$ cat src/rtl/ahb_pkg.sv
// Shared AHB-Lite encodings and helpers for the bus arbiter.
package ahb_pkg;

    typedef enum logic [1:0] {
        IDLE   = 2'b00,
        BUSY   = 2'b01,
        NONSEQ = 2'b10,
        SEQ    = 2'b11
    } htrans_t;

    typedef enum logic [2:0] {
        SINGLE = 3'b000,
        INCR   = 3'b001,
        WRAP4  = 3'b010,
        INCR4  = 3'b011,
        WRAP8  = 3'b100,
        INCR8  = 3'b101,
        WRAP16 = 3'b110,
        INCR16 = 3'b111
    } hburst_t;

    typedef enum logic {
        PARK = 1'b0,
        LOCK = 1'b1
    } arb_state_t;

    // Zero means open-ended (INCR).
    function automatic logic [4:0] beats_of(hburst_t burst);
        logic [4:0] beats;
        case (burst)
            SINGLE:         beats = 5'd1;
            INCR:           beats = 5'd0;
            WRAP4, INCR4:   beats = 5'd4;
            WRAP8, INCR8:   beats = 5'd8;
            WRAP16, INCR16: beats = 5'd16;
            default:        beats = 5'd0;
        endcase
        return beats;
    endfunction

endpackage

$ cat src/rtl/ahb_rr_pick.sv
// Combinational round-robin picker: first requester after ptr_i, wrapping modulo NUM_MASTERS.
module ahb_rr_pick #(
    parameter int unsigned NUM_MASTERS = 4,
    parameter int unsigned MW          = 2
) (
    input  logic [NUM_MASTERS-1:0] req_i,
    input  logic [MW-1:0]          ptr_i,
    output logic [NUM_MASTERS-1:0] onehot_o,
    output logic [MW-1:0]          idx_o,
    output logic                   any_o
);

    logic [MW-1:0] cand;

    // ptr_i itself is searched last, so the previous winner has lowest priority.
    always_comb begin
        onehot_o = '0;
        idx_o    = '0;
        any_o    = 1'b0;
        cand     = '0;
        for (int unsigned k = 1; k <= NUM_MASTERS; k++) begin
            cand = MW'((32'(ptr_i) + k) % NUM_MASTERS);
            if (!any_o && req_i[cand]) begin
                any_o           = 1'b1;
                idx_o           = cand;
                onehot_o[cand]  = 1'b1;
            end
        end
    end

endmodule

$ cat src/rtl/ahb_bus_arbiter.sv
// Round-robin AHB-Lite arbiter that holds the grant for fixed-length bursts and
// tracks address-phase (HMASTER) and data-phase (HMASTER_D) owners.
module ahb_bus_arbiter
    import ahb_pkg::*;
#(
    parameter int unsigned NUM_MASTERS    = 4,
    parameter int unsigned DEFAULT_MASTER = 0,
    localparam int unsigned MW            = $clog2(NUM_MASTERS)
) (
    input  logic                     HCLK,
    input  logic                     HRESET,
    input  logic [NUM_MASTERS-1:0]   HBUSREQ,
    input  logic [2*NUM_MASTERS-1:0] HTRANS_M,
    input  logic [3*NUM_MASTERS-1:0] HBURST_M,
    input  logic                     HREADY,
    output logic [NUM_MASTERS-1:0]   HGRANT,
    output logic [MW-1:0]            HMASTER,
    output logic [MW-1:0]            HMASTER_D
);

    localparam logic [MW-1:0]          DefIdx   = MW'(DEFAULT_MASTER);
    localparam logic [NUM_MASTERS-1:0] DefGrant = NUM_MASTERS'(1) << DEFAULT_MASTER;

    arb_state_t             state_q, state_d;
    logic [NUM_MASTERS-1:0] grant_q, grant_d;
    logic [MW-1:0]          grant_idx_q, grant_idx_d;
    logic [MW-1:0]          hmaster_q, hmaster_d;
    logic [MW-1:0]          downer_q, downer_d;
    logic [MW-1:0]          rr_ptr_q, rr_ptr_d;
    logic [4:0]             beats_q, beats_d;

    logic [1:0]             trans_m [NUM_MASTERS];
    logic [2:0]             burst_m [NUM_MASTERS];
    htrans_t                trans;
    hburst_t                burst;
    logic [4:0]             burst_len;
    logic                   owner_req;
    logic                   incr_hold;
    logic                   regrant;

    logic [NUM_MASTERS-1:0] pick_onehot;
    logic [MW-1:0]          pick_idx;
    logic                   pick_any;

    ahb_rr_pick #(
        .NUM_MASTERS(NUM_MASTERS),
        .MW         (MW)
    ) u_pick (
        .req_i   (HBUSREQ),
        .ptr_i   (rr_ptr_q),
        .onehot_o(pick_onehot),
        .idx_o   (pick_idx),
        .any_o   (pick_any)
    );

    always_comb begin
        for (int i = 0; i < NUM_MASTERS; i++) begin
            trans_m[i] = HTRANS_M[2*i +: 2];
            burst_m[i] = HBURST_M[3*i +: 3];
        end
    end

    assign trans     = htrans_t'(trans_m[hmaster_q]);
    assign burst     = hburst_t'(burst_m[hmaster_q]);
    assign burst_len = beats_of(burst);
    assign owner_req = HBUSREQ[hmaster_q];

    // Open-ended INCR keeps the bus in PARK; the owner keeps it while it asks and is not idle.
    assign incr_hold = (burst == INCR) && (trans != IDLE) && owner_req
                       && (grant_idx_q == hmaster_q);

    always_comb begin
        beats_d = beats_q;
        if (HREADY) begin
            case (trans)
                NONSEQ:  beats_d = (burst_len == 5'd0) ? 5'd0 : burst_len - 5'd1;
                SEQ:     beats_d = (beats_q == 5'd0) ? 5'd0 : beats_q - 5'd1;
                BUSY:    beats_d = beats_q;
                IDLE:    beats_d = 5'd0;
                default: beats_d = beats_q;
            endcase
        end
    end

    always_comb begin
        state_d     = state_q;
        grant_d     = grant_q;
        grant_idx_d = grant_idx_q;
        rr_ptr_d    = rr_ptr_q;
        regrant     = 1'b0;
        hmaster_d   = hmaster_q;
        downer_d    = downer_q;

        if (HREADY) begin
            hmaster_d = grant_idx_q;
            downer_d  = hmaster_q;
            case (state_q)
                PARK: begin
                    if (trans == NONSEQ && burst_len > 5'd1) begin
                        state_d = LOCK;
                    end else if (!incr_hold) begin
                        regrant = 1'b1;
                    end
                end
                LOCK: begin
                    // Leaving at beats_left==1 re-grants during the last address phase.
                    if (((trans == NONSEQ || trans == SEQ) && beats_d == 5'd1)
                        || trans == IDLE || !owner_req) begin
                        state_d = PARK;
                        regrant = 1'b1;
                    end
                end
                default: state_d = PARK;
            endcase
        end

        if (regrant) begin
            if (pick_any) begin
                grant_d     = pick_onehot;
                grant_idx_d = pick_idx;
                if (pick_idx != grant_idx_q) begin
                    rr_ptr_d = pick_idx;
                end
            end else begin
                grant_d     = DefGrant;
                grant_idx_d = DefIdx;
            end
        end
    end

    always_ff @(posedge HCLK) begin
        if (HRESET) begin
            state_q     <= PARK;
            grant_q     <= DefGrant;
            grant_idx_q <= DefIdx;
            hmaster_q   <= DefIdx;
            downer_q    <= DefIdx;
            rr_ptr_q    <= DefIdx;
            beats_q     <= 5'd0;
        end else begin
            state_q     <= state_d;
            grant_q     <= grant_d;
            grant_idx_q <= grant_idx_d;
            hmaster_q   <= hmaster_d;
            downer_q    <= downer_d;
            rr_ptr_q    <= rr_ptr_d;
            beats_q     <= beats_d;
        end
    end

    assign HGRANT    = grant_q;
    assign HMASTER   = hmaster_q;
    assign HMASTER_D = downer_q;

endmodule

$ cat config.mk
export PLATFORM = sky130hd
export DESIGN_NAME = ahb_bus_arbiter
export DESIGN_NICKNAME = d
export VERILOG_FILES = /design/src/rtl/ahb_pkg.sv /design/src/rtl/ahb_rr_pick.sv /design/src/rtl/ahb_bus_arbiter.sv
export SDC_FILE = /design/constraint.sdc
export NUM_CORES = 1
export LEC_CHECK = 0
export ABC_AREA = 1
export BUFFER_PORTS_ARGS = -buffer_cell sky130_fd_sc_hd__buf_2
export CAP_MARGIN = 20
export CORE_MARGIN = 2
export CORE_UTILIZATION = 55
export CTS_CLUSTER_DIAMETER = 40
export DETAILED_ROUTE_END_ITERATION = 8
export GPL_ROUTABILITY_DRIVEN = 0
export GPL_TIMING_DRIVEN = 0
export HOLD_SLACK_MARGIN = 0.12
export MAX_ROUTING_LAYER = met4
export PLACE_DENSITY_LB_ADDON = 0.2
export SYNTH_ARGS = -nofsm -noshare
export SYNTH_HDL_FRONTEND = slang
export SYNTH_HIERARCHICAL = 1
export SYNTH_SLANG_ARGS = --single-unit
$ cat constraint.sdc
create_clock -name HCLK -period 2.9 [get_ports HCLK]
set_input_delay 0 -clock HCLK [delete_from_list [all_inputs] [get_ports HCLK]]
set_output_delay 0 -clock HCLK [all_outputs]
set_load 0.03 [all_outputs]
==> impl.org, run 1 <==
** Yosys
- Flop and latch count out of synthesis :: 18
- Yosys synthesis warning count :: 6
- For this run, the register share of the synthesized area comes to 0.1753.
- Synth cell types :: 37
- Synthesis handed over a netlist of 314 instances.
- The number of nets in the synthesized netlist is 356.
- The mapped netlist covers 2056 um^2.
- Synthesized area per cell :: 6.547 um^2

** Placement
- Buffers on Ports :: 33
- Half-perimeter wire length after placement :: 3.465 mm
- Inst Count DP :: 395
- OpenSTA, run right after detailed placement, puts the worst setup slack at 176.1 ps.

** Timing
- Static timing analysis puts the maximum clock frequency at 376.2 MHz.
- Slew Viols, Final :: 0
- Count of endpoints failing setup in the final report :: 0
- Hold violation total from the final report :: 0
- Worst relative slew slack :: 0.6402
- Pin slew with the least headroom to its limit :: 539.8 ps
- Setup repair after global routing missed its margin :: false
- Summed over all failing endpoints, the final setup total negative slack is 0 ps.
- The clock period could shrink to 2658 ps.
- Dividing the final minimum period by the clock period gives 0.9166.
- Setup slack on the critical path of the routed design comes to 242.0 ps.
- For the final database, setup skew stands at 7.319 ps.
- Across all hold checks on the routed design, the worst slack comes to 394.7 ps.

** Finish
- The library cells used most frequently in the layout, excluding fill and tap cells, are nand2_1 (79), nand3_1 (38), buf_2 (35).
- Cell Count, Final, Fillers Out :: 401
- 0 antenna diodes ended up in the layout.
- Most common cell after layout, fill and taps aside :: nand2_1
- Fraction of layout instances using a drive strength above 1 :: 0.2748
- After the last flow step, the layout net total stands at 396.
- Relative to the synthesized area, the layout overhead comes to 14.67%.

** Clock tree
- CTS sink count :: 18
- The root buffer cell chosen for the clock tree is clkbuf_8.
- Clock latency on the worst-skew pair :: 260 ps
- Clock tree from TritonCTS :: done
- Clk buf depth :: 2
- Count of H-tree levels built during CTS :: 1
- After clock tree synthesis, the clock-pin slew on the worst setup and hold paths is 70 ps.
- TritonCTS created 3 clock buffers.

** Power
- For this design the ratio of total power to cell area is 732.3 nW/um^2.
- The analysis attributes to cell leakage a power of 1.203 nW.
- Power comes to 0.001726 W.
- Worst VDD drop :: 0.4755 mV

** Global route
- Wire length of the first global-routing pass :: 7.486 mm
- The via count of the first global-routing pass is 1871.
- For this run the aggregate overflow at the end of global routing stands at 0.
- The number of antenna violations at the first check in global routing came to 0.
- Overall Global Routing Usage :: 0.2242
- Entering global routing, the biggest net connects 14 pins.

** Routing
- The detail route stage leaves a number of antenna-violating nets equal to 0.
- Vias per cell :: 5.175
- For this run, the detailed router's first-pass iteration total came to 4.
- Via total after detailed routing :: 2075
- Final Routed Wirelength :: 4.435 mm
- Dividing the detail-routed wire length by the instance count gives 11.06 um.
- Number of remaining DRC errors :: 0
- In this run, the number of DRC markers left after iteration 0 of detailed routing was 69.

** Status
- The flow ran to the end, and the final reports show no timing, DRC or antenna violations.

** Die
- The floorplan step defined a die boundary enclosing 4243 um^2.
- For this design the top-level I/O count stands at 35.
- Floorplan core area :: 3633 um^2
- Number of core rows :: 22
- Width of the die :: 65.14 um
- The die is 65.14 um tall.
- For this configuration, the core starts out at a cell density of 0.5658.

** Setup path
- Crit path largest cell delay :: 450 ps
- For this design, the slowest cell found on the critical path is dfxtp_1.
- Along the worst path, the maximum fanout reaches 13.
- Cell-by-cell trace of the critical path :: buf_6 > inv_8 > ha_1 > inv_2 > nand3_1 > nand2_2 > inv_2 > a21oi_1 > a21oi_1 > xnor2_1 > and3_1 > nor3_2 > nor2_1 > nor2_1
- Data arrives at the worst endpoint at 2860 ps.
- Kind of start point of the critical path :: flip-flop
- Reg2reg end :: rr_ptr_q[1]$_SDFFE_PP0P_
- Category of the most critical setup path :: reg2reg
- Endpoint required time on the critical path :: 3100 ps
- R2r startpoint :: rr_ptr_q[0]$_SDFFE_PP0P_
- Critical path endpoint :: rr_ptr_q[1]$_SDFFE_PP0P_
- R2r setup slk :: 240 ps
- Critical path origin :: rr_ptr_q[0]$_SDFFE_PP0P_
- Setup crit end kind :: flip-flop
- R2R cell count :: 14

** Flow run
- The tool flagged a number of max-cap violations equal to 0.

** Min path
- The tightest min-delay check is of the in2reg type.
## stage by stage
stage | area [um^2] | utilization
after floorplan | 2056 | -
after global placement | 2281 | 0.6278
after detailed placement | 2281 | 0.6278
after CTS | 2356 | 0.6484
after global routing | 2357 | 0.6488
final | 2357 | 0.6488
## critical path: cells and delay by family (launching register included)
| family | cells | cell delay, ps |
|---|---|---|
| fa+ha+maj | 1 | 380 |
| flops | 1 | 450 |
| xor+xnor | 1 | 110 |
| compound gates | 2 | 390 |
| buf+inv | 4 | 490 |
| simple gates | 6 | 770 |
## area by class of cell
class	count	area (um^2)
Clock buffer	4	55.05
Inverter	38	155.1
Multi-Input combinational cell	249	1463
Tap cell	48	60.06
Sequential cell	18	361.6
Buffer	9	77.57
Fill cell	356	1276
Timing Repair Buffer	35	185.2
## synth_stat cells, drive strengths merged
cell	count	area, um^2
xnor2	1	8.760
ha	15	187.7
nor2	28	146.4
o211ai	1	7.510
nor4	1	6.260
a21boi	4	30.03
o21ai	9	45.04
o31ai	1	7.510
and3	1	6.260
nand4	7	43.79
dfxtp	18	360.4
xor2	2	17.52
nand3b	1	7.510
nand2	103	471.7
inv	38	155.1
o22ai	1	6.260
nor3	2	15.01
a21oi	24	138.9
or2	1	6.260
clkbuf	1	3.750
nand3	47	310.3
buf	8	73.82
## sequential cells by signal, indices dropped and copies added (netlist names)
name / count
state_q: 1
HMASTER: 2
HGRANT: 4
rr_ptr_q: 2
beats_q: 5
HMASTER_D: 2
grant_idx_q: 2
## layer usage
metal	wire, um	part of all wire	GRT usage	up-vias
met4	38	0.0086	0.05729	0
met2	2247	0.51	0.4304	29
li1	-	-	-	1094
met5	0	0	-	-
met3	139	0.031	0.03082	8
met1	2010	0.45	0.2423	944
## timing repair
| item | CTS | global route |
|---|---|---|
| setup endpoints to repair | 0 | 2 |
| gates resized for setup | 0 | 1 |
| buffers inserted | 0 | 0 |
| hold buffers | 2 | 0 |
| endpoints found under the hold margin | 3 | 0 |
## where the power goes
| part | total [W] | internal [W] | switching, W | leakage (nW) |
|---|---|---|---|---|
| combinational | 0.00116 | 0.000414 | 0.000742 | 1.03 |
| clock | 0.000208 | 0.000121 | 0.0000872 | 0.0288 |
| sequential | 0.000362 | 0.000304 | 0.0000577 | 0.148 |
## worst min-delay path by stage
stage	slack, ps	cells past startpoint	from	end
floorplan	160	3	HRESET	state_q$_SDFFE_PP0P_
global placement	290	4	HRESET	state_q$_SDFFE_PP0P_
detailed placement	290	4	HRESET	state_q$_SDFFE_PP0P_
CTS	390	8	HTRANS_M[5]	beats_q[0]$_SDFF_PP0_
global route	440	8	HTRANS_M[5]	beats_q[0]$_SDFF_PP0_
finish	390	9	HTRANS_M[6]	beats_q[0]$_SDFF_PP0_
## logic make-up (layout without fill, tap and decap cells)
group / Yosys count / count (layout) / share of synthesized area
and+or+nand+nor: 191 / 191 / 0.4930
adders and majority gates: 15 / 15 / 0.09130
AOI/OAI and AO/OA: 40 / 40 / 0.1144
DFF: 18 / 18 / 0.1753
xor gates and xnor gates: 3 / 3 / 0.01278
buffers and inverters: 47 / 86 / 0.1132
(Power assumes the default switching activity.)
==> inputs of run 2 (changes only) <==
--- a/config.mk
+++ b/config.mk
@@ -17,6 +17,7 @@
 export HOLD_SLACK_MARGIN = 0.12
 export MAX_ROUTING_LAYER = met4
 export PLACE_DENSITY_LB_ADDON = 0.2
+export REMOVE_ABC_BUFFERS = 1
 export SYNTH_ARGS = -nofsm -noshare
 export SYNTH_HDL_FRONTEND = slang
 export SYNTH_HIERARCHICAL = 1
==> impl.org, run 2 (same netlist as run 1, synthesis figures left out) <==
** Status
- The run finished with clean final reports.

** Finish
- The multi-input combinational cells in the finished layout cover a total of 1466 um^2.
- Post-layout utilization of the core :: 0.6291
- In the final layout, the share of cells above drive strength 1 is 0.2703.
- The finished layout holds 392 standard cells, fillers aside.
- Largest register FFs :: 5
- Area overhead of the layout relative to synthesis :: 11.20%
- Area taken by flip-flops and latches :: 369.1 um^2
- The filler cells instantiated in the layout total 366.
- Leaving out fill and tap cells, the most frequent cells in the layout are nand2_1 (79), nand3_1 (38), buf_2 (34).
- Ranked by flip-flop count, first place goes to beats_q.
- 0 antenna diodes ended up in the layout.
- Most common cell after layout, fill and taps aside :: nand2_1
- In the final design database the tool counted 387 nets.

** Timing
- At the pin with the least slew margin, the transition time is 470.9 ps.
- The final-report max-slew violation count was 0.
- The final-report hold violation count was 0.
- Counting I/O delays and the setup requirement, the final critical path takes 2623 ps.
- Worst relative slew slack :: 0.6856
- Final period utilization :: 0.9045
- Setup repair after global routing left no endpoint under its margin.
- Setup violations remaining at the end of the flow were counted as 0.
- Timing would allow up to 381.2 MHz.
- Min Hold Slack :: 138.7 ps
- Between clock sinks in the finished design, the worst skew comes to 3.441 ps.
- Least setup slack across all paths after layout :: 276.9 ps

** Clock tree
- In this run, CTS created clock tree buffers numbering 3.
- Counting every sink on the clock net gives 18.
- After clock tree synthesis, the clock-pin slew on the worst setup and hold paths is 70 ps.
- Count of H-tree levels built during CTS :: 1
- At the later pin of the worst-skew pair, clock insertion delay measures 250 ps.
- TritonCTS built the clock tree.
- The tree is rooted in a clkbuf_8.
- The longest clock path from root to sink contains 2 buffers.
- After clock tree synthesis, the setup repair step added 0 buffers.

** Setup path
- Of all nets on the critical path, the largest fanout is 12.
- Category of the most critical setup path :: reg2reg
- Traced cell by cell, the critical path runs through inv_2 > nand3_2 > nand2_4 > ha_1 > inv_1 > nand3_1 > nand2_1 > nand2_1 > nand2_1 > nand2_1 > nor2_1 > nand3_1 > nand2_2 > nand3_4 > nor2_8 > nand3_1 > nand2_1 > nor2_1.
- Cell type of the slowest stage on the worst timing path :: dfxtp_1
- Kind of start point of the critical path :: flip-flop
- In this run the critical register-to-register path is launched from HMASTER[1]$_SDFFE_PP0P_.
- Setup crit end kind :: flip-flop
- Endpoint required time on the critical path :: 3050 ps
- Critical path origin :: HMASTER[1]$_SDFFE_PP0P_
- The cell that appears most often on the critical path is nand2_1.
- For this run, the slowest stage of the critical path takes 610 ps.
- At the worst endpoint, the arrival time is 2770 ps.
- Across all register-to-register paths, the minimum setup slack is 280 ps.

** Min path
- Worst hold start :: HREADY
- In this run the worst hold path is classified as in2reg.

** Placement
- The number of placed instances, taps included, is 387.
- Buffers on Ports :: 34
- Detailed placement ended at an HPWL of 3.384 mm.
- At the placement stage, the worst setup path has a slack of -32.83 ps.

** Die
- For this configuration, the core starts out at a cell density of 0.5658.
- The floorplan step defined a die boundary enclosing 4243 um^2.
- The floorplan step set the die height to 65.14 um.
- Floorplan core area :: 3633 um^2
- Measured along the x axis, the die boundary spans 65.14 um.
- Number of core rows :: 22
- I/O pin total :: 35

** Global route
- Entering global routing, the biggest net connects 19 pins.
- Wire length of the first global-routing pass :: 7.624 mm
- In the global route stage, overall resource usage came out at 0.2247.
- The via count of the first global-routing pass was 1880.
- Initial antenna violation count :: 0
- Total overflow reported by the global router :: 0

** Routing
- Avg WL per Cell :: 10.90 um
- The final layout contains routed wiring with a total length of 4.274 mm.
- After the first detailed-routing iteration, the DRC count stood at 73.
- Number of remaining DRC errors :: 0
- Count of TritonRoute iterations in the first routing pass :: 5
- Dividing the detail-routed via count by the number of cells gives 5.128.
- Final ANT Viol Nets :: 0
- The detailed router placed 2010 vias in this run.

** Power
- Worst VDD drop :: 0.5657 mV
- Pwr/cell area :: 733.3 nW/um^2
- Total chip power :: 0.001676 W
- For this design the static power due to leakage is 1.160 nW.

** Flow run
- Max capacitance violation total :: 0
==> run 2: cell count changes in the layout (fill, tap and decap cells not counted), sizes merged <==
cell and change:
buf -7, clkbuf -1, dlygate4sd3 -1
==> run 2: metal layers <==
metal  routed length, um  global-route usage  vias up  part of all wire
met5                   0                   -        -                 0
met4                  11             0.03125        0            0.0026
met3                 110             0.03596        2             0.026
met2                2237              0.4253       27              0.52
met1                1914              0.2553      905              0.45
li1                    -                   -     1076                 -
==> run 2: worst max-delay path: cells and delay by family, from the launching register on <==
family / cells / cell delay [ps]
adders and majority gates: 1 / 200
buffers and inverters: 2 / 260
DFF: 1 / 610
and+or+nand+nor: 15 / 1440
==> run 2: per-stage QoR <==
stage	setup TNS [ps]	cell area, um^2
final	0	2286
after global routing	0	2286
after CTS	0	2276
after detailed placement	-51.42	2208
after global placement	0	2208
after floorplan	0	1978
==> run 2: final timing paths <==
check | endpoint | depth (start not counted)
setup / recovery | rr_ptr_q[1]$_SDFFE_PP0P_ | 18
hold / removal | HMASTER[1]$_SDFFE_PP0P_ | 2
setup reg to reg | rr_ptr_q[1]$_SDFFE_PP0P_ | 18
hold reg to reg | HGRANT[3]$_SDFFE_PP0P_ | 2
==> run 2: repair_timing <==
| action | in CTS | in global routing |
|---|---|---|
| hold buffers | 1 | 0 |
| endpoints found under the setup margin | 2 | 2 |
| resized for setup | 2 | 4 |
| hold endpoints to repair | 10 | 0 |
==> run 2: area by class of cell <==
type,instances,area share
well taps,48,0.02627
multi-input cells,249,0.6415
repair buffers,35,0.07882
flip-flops and latches,18,0.1615
clock buffers,4,0.02408
inverters,38,0.06787
==> run 2: report_power, final <==
| part | internal (W) | switching, W |
|---|---|---|
| sequential | 0.000307 | 0.0000809 |
| clock | 0.000120 | 0.0000788 |
| combinational | 0.000381 | 0.000708 |
